--- src/rtl/ingress_frame_classifier_if.sv ---
// ---------------------------------------------------------------------------
// ingress_frame_classifier_if
// Purpose : groups the byte-stream ingress handshake and the descriptor
//           handshake of the ingress frame classifier.
// Signals :
//   rx_valid   - rx_data holds a byte this cycle
//   rx_sop     - byte is the first of a frame (qualified by rx_valid)
//   rx_eop     - byte is the last of a frame (qualified by rx_valid)
//   rx_data    - frame byte
//   rx_ready   - classifier accepts a byte this cycle
//   desc_valid - descriptor available
//   desc_ready - downstream queue accepts the descriptor
//   desc_class - traffic class (00 PCF, 01 TT, 11 RC, 10 BE)
//   desc_len   - frame length in 16-byte units, rounded up
// Modports: master = upstream MAC / downstream queue side, slave = classifier
// ---------------------------------------------------------------------------
interface ingress_frame_classifier_if;
  logic       rx_valid;
  logic       rx_sop;
  logic       rx_eop;
  logic [7:0] rx_data;
  logic       rx_ready;
  logic       desc_valid;
  logic       desc_ready;
  logic [1:0] desc_class;
  logic [7:0] desc_len;

  modport master (
    output rx_valid, rx_sop, rx_eop, rx_data,
    input  rx_ready,
    input  desc_valid, desc_class, desc_len,
    output desc_ready
  );

  modport slave (
    input  rx_valid, rx_sop, rx_eop, rx_data,
    output rx_ready,
    output desc_valid, desc_class, desc_len,
    input  desc_ready
  );
endinterface

--- src/rtl/ingress_frame_classifier.sv ---
// ---------------------------------------------------------------------------
// ingress_frame_classifier
// Purpose : receives frames byte by byte, classifies each one as PCF, TT,
//           RC or BE from its destination MAC marker and EtherType, and
//           either emits a descriptor (class + length in 16-byte units) or
//           discards the frame with a one-cycle drop pulse and a cause.
// Ports   :
//   clk        - clock, all registers update on its rising edge
//   rst_n      - asynchronous active-low reset
//   bus        - ingress byte stream and descriptor handshake (slave side)
//   cur_state  - timetable state (00 DEF, 01 MAR, 10 PCF, 11 TT)
//   drop       - one-cycle pulse when a frame is discarded
//   drop_cause - 00 runt, 01 MTU, 10 TT window, 11 abort (valid with drop)
// ---------------------------------------------------------------------------
module ingress_frame_classifier #(
  parameter logic [31:0] CT_MARKER = 32'hABADBABE,
  parameter logic [15:0] PCF_ETYPE = 16'h891D,
  parameter int          MIN_BYTES = 64,
  parameter int          MTU_BYTES = 1520
) (
  input  logic                        clk,
  input  logic                        rst_n,
  ingress_frame_classifier_if.slave   bus,
  input  logic [1:0]                  cur_state,
  output logic                        drop,
  output logic [1:0]                  drop_cause
);

  typedef enum logic [1:0] {IDLE, RECV, DISCARD, DESC} state_t;

  localparam logic [10:0] MIN_CNT = 11'(MIN_BYTES);
  localparam logic [10:0] MTU_CNT = 11'(MTU_BYTES);

  localparam logic [1:0] CLS_PCF = 2'b00;
  localparam logic [1:0] CLS_TT  = 2'b01;
  localparam logic [1:0] CLS_RC  = 2'b11;
  localparam logic [1:0] CLS_BE  = 2'b10;

  localparam logic [1:0] CAUSE_RUNT  = 2'b00;
  localparam logic [1:0] CAUSE_MTU   = 2'b01;
  localparam logic [1:0] CAUSE_TTWIN = 2'b10;
  localparam logic [1:0] CAUSE_ABORT = 2'b11;

  state_t      state;
  logic [10:0] count;
  logic        marker_part;
  logic        marker_hit;
  logic        tt_bit;
  logic        etype_hi;
  logic        pcf_hit;
  logic        tt_window;
  logic        desc_valid_q;
  logic [1:0]  desc_class_q;
  logic [7:0]  desc_len_q;

  logic        accept;
  logic        start;
  logic [10:0] byte_idx;
  logic [10:0] count_nxt;
  logic        marker_part_nxt;
  logic        marker_hit_nxt;
  logic        tt_bit_nxt;
  logic        etype_hi_nxt;
  logic        pcf_hit_nxt;
  logic [1:0]  class_nxt;
  logic [11:0] len_sum;
  logic [7:0]  len_nxt;

  assign bus.rx_ready   = (state != DESC);
  assign bus.desc_valid = desc_valid_q;
  assign bus.desc_class = desc_class_q;
  assign bus.desc_len   = desc_len_q;

  assign accept = bus.rx_valid && bus.rx_ready;
  assign start  = accept && bus.rx_sop;

  // Header capture for the byte on the bus. A sop byte always begins a
  // fresh frame at offset 0, so the capture flags start from their clean
  // values instead of the registered ones. The class and length computed
  // here already include the current byte, so eop decisions see them.
  always_comb begin
    byte_idx        = start ? 11'd0 : count;
    count_nxt       = start ? 11'd1 : ((count == 11'h7FF) ? count : count + 11'd1);
    marker_part_nxt = start ? 1'b1 : marker_part;
    marker_hit_nxt  = start ? 1'b0 : marker_hit;
    tt_bit_nxt      = start ? 1'b0 : tt_bit;
    etype_hi_nxt    = start ? 1'b0 : etype_hi;
    pcf_hit_nxt     = start ? 1'b0 : pcf_hit;
    case (byte_idx)
      11'd0:   marker_part_nxt = (bus.rx_data == CT_MARKER[31:24]);
      11'd1:   marker_part_nxt = marker_part_nxt && (bus.rx_data == CT_MARKER[23:16]);
      11'd2:   marker_part_nxt = marker_part_nxt && (bus.rx_data == CT_MARKER[15:8]);
      11'd3:   marker_hit_nxt  = marker_part_nxt && (bus.rx_data == CT_MARKER[7:0]);
      11'd4:   tt_bit_nxt      = bus.rx_data[0];
      11'd12:  etype_hi_nxt    = (bus.rx_data == PCF_ETYPE[15:8]);
      11'd13:  pcf_hit_nxt     = etype_hi_nxt && (bus.rx_data == PCF_ETYPE[7:0]);
      default: ;
    endcase
    if (pcf_hit_nxt) begin
      class_nxt = CLS_PCF;
    end else if (marker_hit_nxt) begin
      class_nxt = tt_bit_nxt ? CLS_TT : CLS_RC;
    end else begin
      class_nxt = CLS_BE;
    end
    len_sum = {1'b0, count_nxt} + 12'd15;
    len_nxt = 8'(len_sum >> 4);
  end

  // Per-frame registers advance on every byte that belongs to a frame under
  // reception; the timetable window is sampled only on the sop byte.
  always_ff @(posedge clk or negedge rst_n) begin
    if (!rst_n) begin
      count       <= 11'd0;
      marker_part <= 1'b0;
      marker_hit  <= 1'b0;
      tt_bit      <= 1'b0;
      etype_hi    <= 1'b0;
      pcf_hit     <= 1'b0;
      tt_window   <= 1'b0;
    end else if (accept && (bus.rx_sop || state == RECV)) begin
      count       <= count_nxt;
      marker_part <= marker_part_nxt;
      marker_hit  <= marker_hit_nxt;
      tt_bit      <= tt_bit_nxt;
      etype_hi    <= etype_hi_nxt;
      pcf_hit     <= pcf_hit_nxt;
      if (bus.rx_sop) begin
        tt_window <= (cur_state == 2'b11);
      end
    end
  end

  // Frame FSM with registered drop and descriptor outputs. Drop checks run
  // in priority order abort, MTU, runt, TT window. Once a frame is dropped
  // the FSM leaves RECV, so a frame can never pulse drop twice.
  always_ff @(posedge clk or negedge rst_n) begin
    if (!rst_n) begin
      state        <= IDLE;
      desc_valid_q <= 1'b0;
      desc_class_q <= 2'b00;
      desc_len_q   <= 8'd0;
      drop         <= 1'b0;
      drop_cause   <= 2'b00;
    end else begin
      drop <= 1'b0;
      case (state)
        IDLE, DISCARD: begin
          if (start) begin
            if (bus.rx_eop) begin
              drop       <= 1'b1;
              drop_cause <= CAUSE_RUNT;
              state      <= IDLE;
            end else begin
              state <= RECV;
            end
          end else if (state == DISCARD && accept && bus.rx_eop) begin
            state <= IDLE;
          end
        end
        RECV: begin
          if (accept) begin
            if (bus.rx_sop) begin
              // The abort is reported for the old frame; a new frame that is
              // also a single sop+eop byte has no cycle left for its own
              // pulse and is simply discarded.
              drop       <= 1'b1;
              drop_cause <= CAUSE_ABORT;
              state      <= bus.rx_eop ? IDLE : RECV;
            end else if (count_nxt > MTU_CNT) begin
              drop       <= 1'b1;
              drop_cause <= CAUSE_MTU;
              state      <= bus.rx_eop ? IDLE : DISCARD;
            end else if (bus.rx_eop) begin
              if (count_nxt < MIN_CNT) begin
                drop       <= 1'b1;
                drop_cause <= CAUSE_RUNT;
                state      <= IDLE;
              end else if (class_nxt == CLS_TT && !tt_window) begin
                drop       <= 1'b1;
                drop_cause <= CAUSE_TTWIN;
                state      <= IDLE;
              end else begin
                desc_valid_q <= 1'b1;
                desc_class_q <= class_nxt;
                desc_len_q   <= len_nxt;
                state        <= DESC;
              end
            end
          end
        end
        DESC: begin
          if (bus.desc_ready) begin
            desc_valid_q <= 1'b0;
            state        <= IDLE;
          end
        end
        default: state <= IDLE;
      endcase
    end
  end

endmodule

--- src/flat_wrapper.sv ---
// flat-port wrapper written by rule: the top's interface ports become plain ports
module ingress_frame_classifier_flat 
#(
  parameter logic [31:0] CT_MARKER = 32'hABADBABE,
  parameter logic [15:0] PCF_ETYPE = 16'h891D,
  parameter int          MIN_BYTES = 64,
  parameter int          MTU_BYTES = 1520
)
  (clk, rst_n, cur_state, drop, drop_cause, bus_rx_valid, bus_rx_sop, bus_rx_eop, bus_rx_data, bus_rx_ready, bus_desc_valid, bus_desc_class, bus_desc_len, bus_desc_ready);
  ingress_frame_classifier_if bus_i ();
  input  logic clk;
  input  logic rst_n;
  input  logic [1:0] cur_state;
  output logic drop;
  output logic [1:0] drop_cause;
  input wire logic [$bits(bus_i.rx_valid)-1:0] bus_rx_valid;
  input wire logic [$bits(bus_i.rx_sop)-1:0] bus_rx_sop;
  input wire logic [$bits(bus_i.rx_eop)-1:0] bus_rx_eop;
  input wire logic [$bits(bus_i.rx_data)-1:0] bus_rx_data;
  output wire logic [$bits(bus_i.rx_ready)-1:0] bus_rx_ready;
  output wire logic [$bits(bus_i.desc_valid)-1:0] bus_desc_valid;
  output wire logic [$bits(bus_i.desc_class)-1:0] bus_desc_class;
  output wire logic [$bits(bus_i.desc_len)-1:0] bus_desc_len;
  input wire logic [$bits(bus_i.desc_ready)-1:0] bus_desc_ready;
  assign bus_i.rx_valid = bus_rx_valid;
  assign bus_i.rx_sop = bus_rx_sop;
  assign bus_i.rx_eop = bus_rx_eop;
  assign bus_i.rx_data = bus_rx_data;
  assign bus_rx_ready = bus_i.rx_ready;
  assign bus_desc_valid = bus_i.desc_valid;
  assign bus_desc_class = bus_i.desc_class;
  assign bus_desc_len = bus_i.desc_len;
  assign bus_i.desc_ready = bus_desc_ready;
  ingress_frame_classifier #(.CT_MARKER(CT_MARKER), .PCF_ETYPE(PCF_ETYPE), .MIN_BYTES(MIN_BYTES), .MTU_BYTES(MTU_BYTES)) u_core (.clk(clk), .rst_n(rst_n), .bus(bus_i), .cur_state(cur_state), .drop(drop), .drop_cause(drop_cause));
endmodule
--- config.mk ---
export PLATFORM = sky130hd
export DESIGN_NAME = ingress_frame_classifier_flat
export DESIGN_NICKNAME = d
export VERILOG_FILES = /design/src/rtl/ingress_frame_classifier_if.sv /design/src/rtl/ingress_frame_classifier.sv /design/src/flat_wrapper.sv
export SDC_FILE = /design/constraint.sdc
export NUM_CORES = 1
export LEC_CHECK = 0
export ABC_AREA = 0
export CAP_MARGIN = 20
export CORE_MARGIN = 2
export CORE_UTILIZATION = 35
export DETAILED_ROUTE_END_ITERATION = 8
export GPL_TIMING_DRIVEN = 0
export PLACE_DENSITY_LB_ADDON = 0.15
export SLEW_MARGIN = 5
export SYNTH_ARGS = -nofsm -noshare
export SYNTH_HDL_FRONTEND = slang
export SYNTH_SLANG_ARGS = --single-unit
--- constraint.sdc ---
create_clock -name clk -period 3 [get_ports clk]
set_input_delay 0.6 -clock clk [delete_from_list [all_inputs] [get_ports clk]]
set_output_delay 0.6 -clock clk [all_outputs]
set_load 0.02 [all_outputs]
==> metrics.txt <==
Startpoint Class flop; Final Hold Fails 0; vias in the first global route 1,947; worst hold slack around 0.39 ns; Max Buffers Root-to-Sink 2; Fill cells about 650; first-pass iteration count of the detailed router 4; largest net degree at the start of global routing 34; ant diodes 0; P_sw just over 0.6 mW; LEAKAGE 1.13 nW; outcome completed; Detailed Place HPWL roughly 4000 µm; Critical Path, Cell by Cell ha_2, and4_1, buf_4, nand4_2, a311o_2, o2111ai_2, o311ai_4, nor2_4, mux2_4; setup total negative slack 0 ns; largest area contributor in the netlist dfrtp_1; RSZ-0062 raised after global routing no; Routed WL ~5600 µm; total gr overflow 0; Placed Instance Area about 0.0026 mm²; Final Wtd Congestion approximately 0.8; ys async rst share 1.00; Slew @ Worst Pin about 0.76 ns; Crit Path Class flop to flop; fin crit share 0.953; Crit path max-delay family compound AO/OA/AOI/OAI gates; Vias roughly 2,000; Port-buffer cells 30; Clk Latency, worst-skew pair about 0.28 ns; min cycle time layout 2.86 ns; Remaining DRCs 0; sequential power share 0.370; core region area between 0.006 and 0.007 mm²; Slowest-stage cell, CP a311o_2; headroom to the max-slew limit 0.489; Main synth FF type dfrtp_1; flops & latches, synth 33; Net count, final between 200 and 300; Worst EP required ~3.2 ns; number of flops mapped to enable cells by yosys 0; Sequential cell area approximately 830 µm²; max cap viols 0; Pwr per Cell Area between 500 and 600 mW/mm²; die area roughly 0.007 mm²; CTS Root Cell clkbuf_8; Non-Filler Instances around 360; yosys warns 0; Post-Syn Area between 0.002 and 0.0025 mm²; endpoints failing setup 0; buffers and inverters on the worst path 1; sw frac 0.380; HP Class primary input to asynchronous set/reset pin; Via density roughly 5.6; Routed WL per cell approximately 16 µm; die width roughly 84 µm; cell internal pwr 0.982 mW; post-synthesis cell type count 57; clock group share of total power 0.214; maximum clock rate about 350 MHz; Ports 31; Core Rows 29; number of CTS-inserted buffers 5; H-tree depth 2; All-Layer GR Usage 0.166; Logic pwr share 0.417; Synth-to-Final Area Change 23.8%; clk sinks 33; Crit. End Element flop; layout cell share with drive strength beyond 1 0.173; Synth Instances 239; Critical Path Max Stage Delay about 0.5 ns; Seq/Total Area, Yosys 0.370; Max IR drop VDD about 0.33 mV; clock-pin slew on the worst setup and hold paths about 0.070 ns; initial antenna violation count 0; Clock Skew 0.00676 ns; post-layout util 0.443; final instance area around 0.0028 mm²; first-pass GRT wire length about 9500 µm; initial drt markers between 100 and 150; CP Data Arrival Time between 3 and 4 ns; Syn Area/Cell ~9.3 µm²; CP max FO 9; Setup WS pre-CTS -0.433 ns; net count after synthesis between 200 and 300; DRT antenna net count 0; Slew Viols, Final 0; total power 1.59 mW; die height ~84 µm; Initial Util 0.358; Multi-input gate area approximately 0.0014 mm²; Cells after DPL 346; final worst setup slack 0.140 ns; Synth area leaders dfrtp_1 37%, mux2_4 4.7%, nand2_1 3.5%, nor2_1 3.5%, a21oi_1 2.9%; top cell type's share of synthesized area 0.370; CTS tree yes
cell families after synthesis:
family                     synth area share
AOI/OAI and AO/OA                     0.215
xor gates and xnor gates             0.0353
adders and majority gates           0.00560
buffers and inverters                0.0336
DFF                                   0.370
muxes                                0.0802
and+or+nand+nor                       0.261
layer usage:
metal / track usage / part of all wire
met1: 0.228 / 0.49
met2: 0.265 / 0.46
met3: 0.0297 / 0.036
met4: 0.0543 / 0.015
met5: 0 / 0
power by group through the flow:
stage | sequential (mW) | combinational (mW) | clock, mW
floorplan | 0.616 | 0.407 | 0
global placement | 0.589 | 0.642 | 0
detailed placement | 0.589 | 0.645 | 0
CTS | 0.584 | 0.660 | 0.353
global route | 0.598 | 0.729 | 0.377
finish | 0.586 | 0.661 | 0.339
final cells by class:
class / instances / area share
Buffer: 12 / 0.0217
Clock buffer: 7 / 0.0312
Inverter: 3 / 0.00408
Multi-Input combinational cell: 191 / 0.496
Sequential cell: 33 / 0.299
Tap cell: 77 / 0.0349
Timing Repair Buffer: 32 / 0.112
sequential cells by signal, summed over array words and instances, names as in the netlist:
signal	flops
u_core.state	2
u_core.bus.desc_class	2
u_core.drop	1
u_core.pcf_hit	1
u_core.bus.desc_len	8
u_core.marker_hit	1
u_core.tt_bit	1
u_core.count	11
u_core.etype_hi	1
u_core.marker_part	1
u_core.drop_cause	2
u_core.bus.desc_valid	1
u_core.tt_window	1
timing repair:
| action | 4_1_cts | 5_1_grt |
|---|---|---|
| gates cloned | 1 | 0 |
| buffers inserted | 2 | 0 |
| hold buffers | 0 | 0 |
| endpoints found under the setup margin | 7 | 8 |
| pin swaps | 2 | 1 |
| gates resized for setup | 3 | 5 |
final timing paths:
path	startpoint	endpoint	slack [ns]	cells after the start
max	u_core.count[1]$_DFFE_PN0P_	u_core.bus.desc_len[3]$_DFFE_PN0P_	0.14	9
min	rst_n	u_core.count[5]$_DFFE_PN0P_	0.39	1
max reg2reg	u_core.count[1]$_DFFE_PN0P_	u_core.bus.desc_len[3]$_DFFE_PN0P_	0.14	9
min reg2reg	u_core.bus.desc_valid$_DFFE_PN0P_	u_core.bus.desc_valid$_DFFE_PN0P_	0.48	1
max in group asynchronous	rst_n	u_core.count[1]$_DFFE_PN0P_	2.09	1
min in group clk	u_core.bus.desc_valid$_DFFE_PN0P_	u_core.bus.desc_valid$_DFFE_PN0P_	0.48	1
synthesized netlist by cell type, types with 4 or more instances:
| library cell | number |
|---|---|
| dfrtp_1 | 33 |
| nand2_1 | 21 |
| nor2_1 | 21 |
| a21oi_1 | 13 |
| o21ai_0 | 11 |
| and2_1 | 9 |
| nand3_1 | 9 |
| nor3_1 | 9 |
| buf_2 | 8 |
| mux2_4 | 7 |
| a31oi_1 | 6 |
| xnor2_1 | 6 |
| a21o_1 | 4 |
| mux2i_1 | 4 |
| nand4b_1 | 4 |
| o2111ai_1 | 4 |
placed cells by master (no fill, tap or decap), drive strengths merged, types with 4 or more instances in the layout:
master and instances:
a211oi 4, a21o 4, a21oi 13, a31oi 6, and2 9, and3 4
buf 12, clkbuf 10, clkdlybuf4s50 29, dfrtp 33, mux2 10, mux2i 4
nand2 21, nand3 11, nand4 4, nand4b 4, nor2 23, nor3 9
o2111ai 5, o21ai 12, xnor2 6
Power figures use the tool's default switching activity.
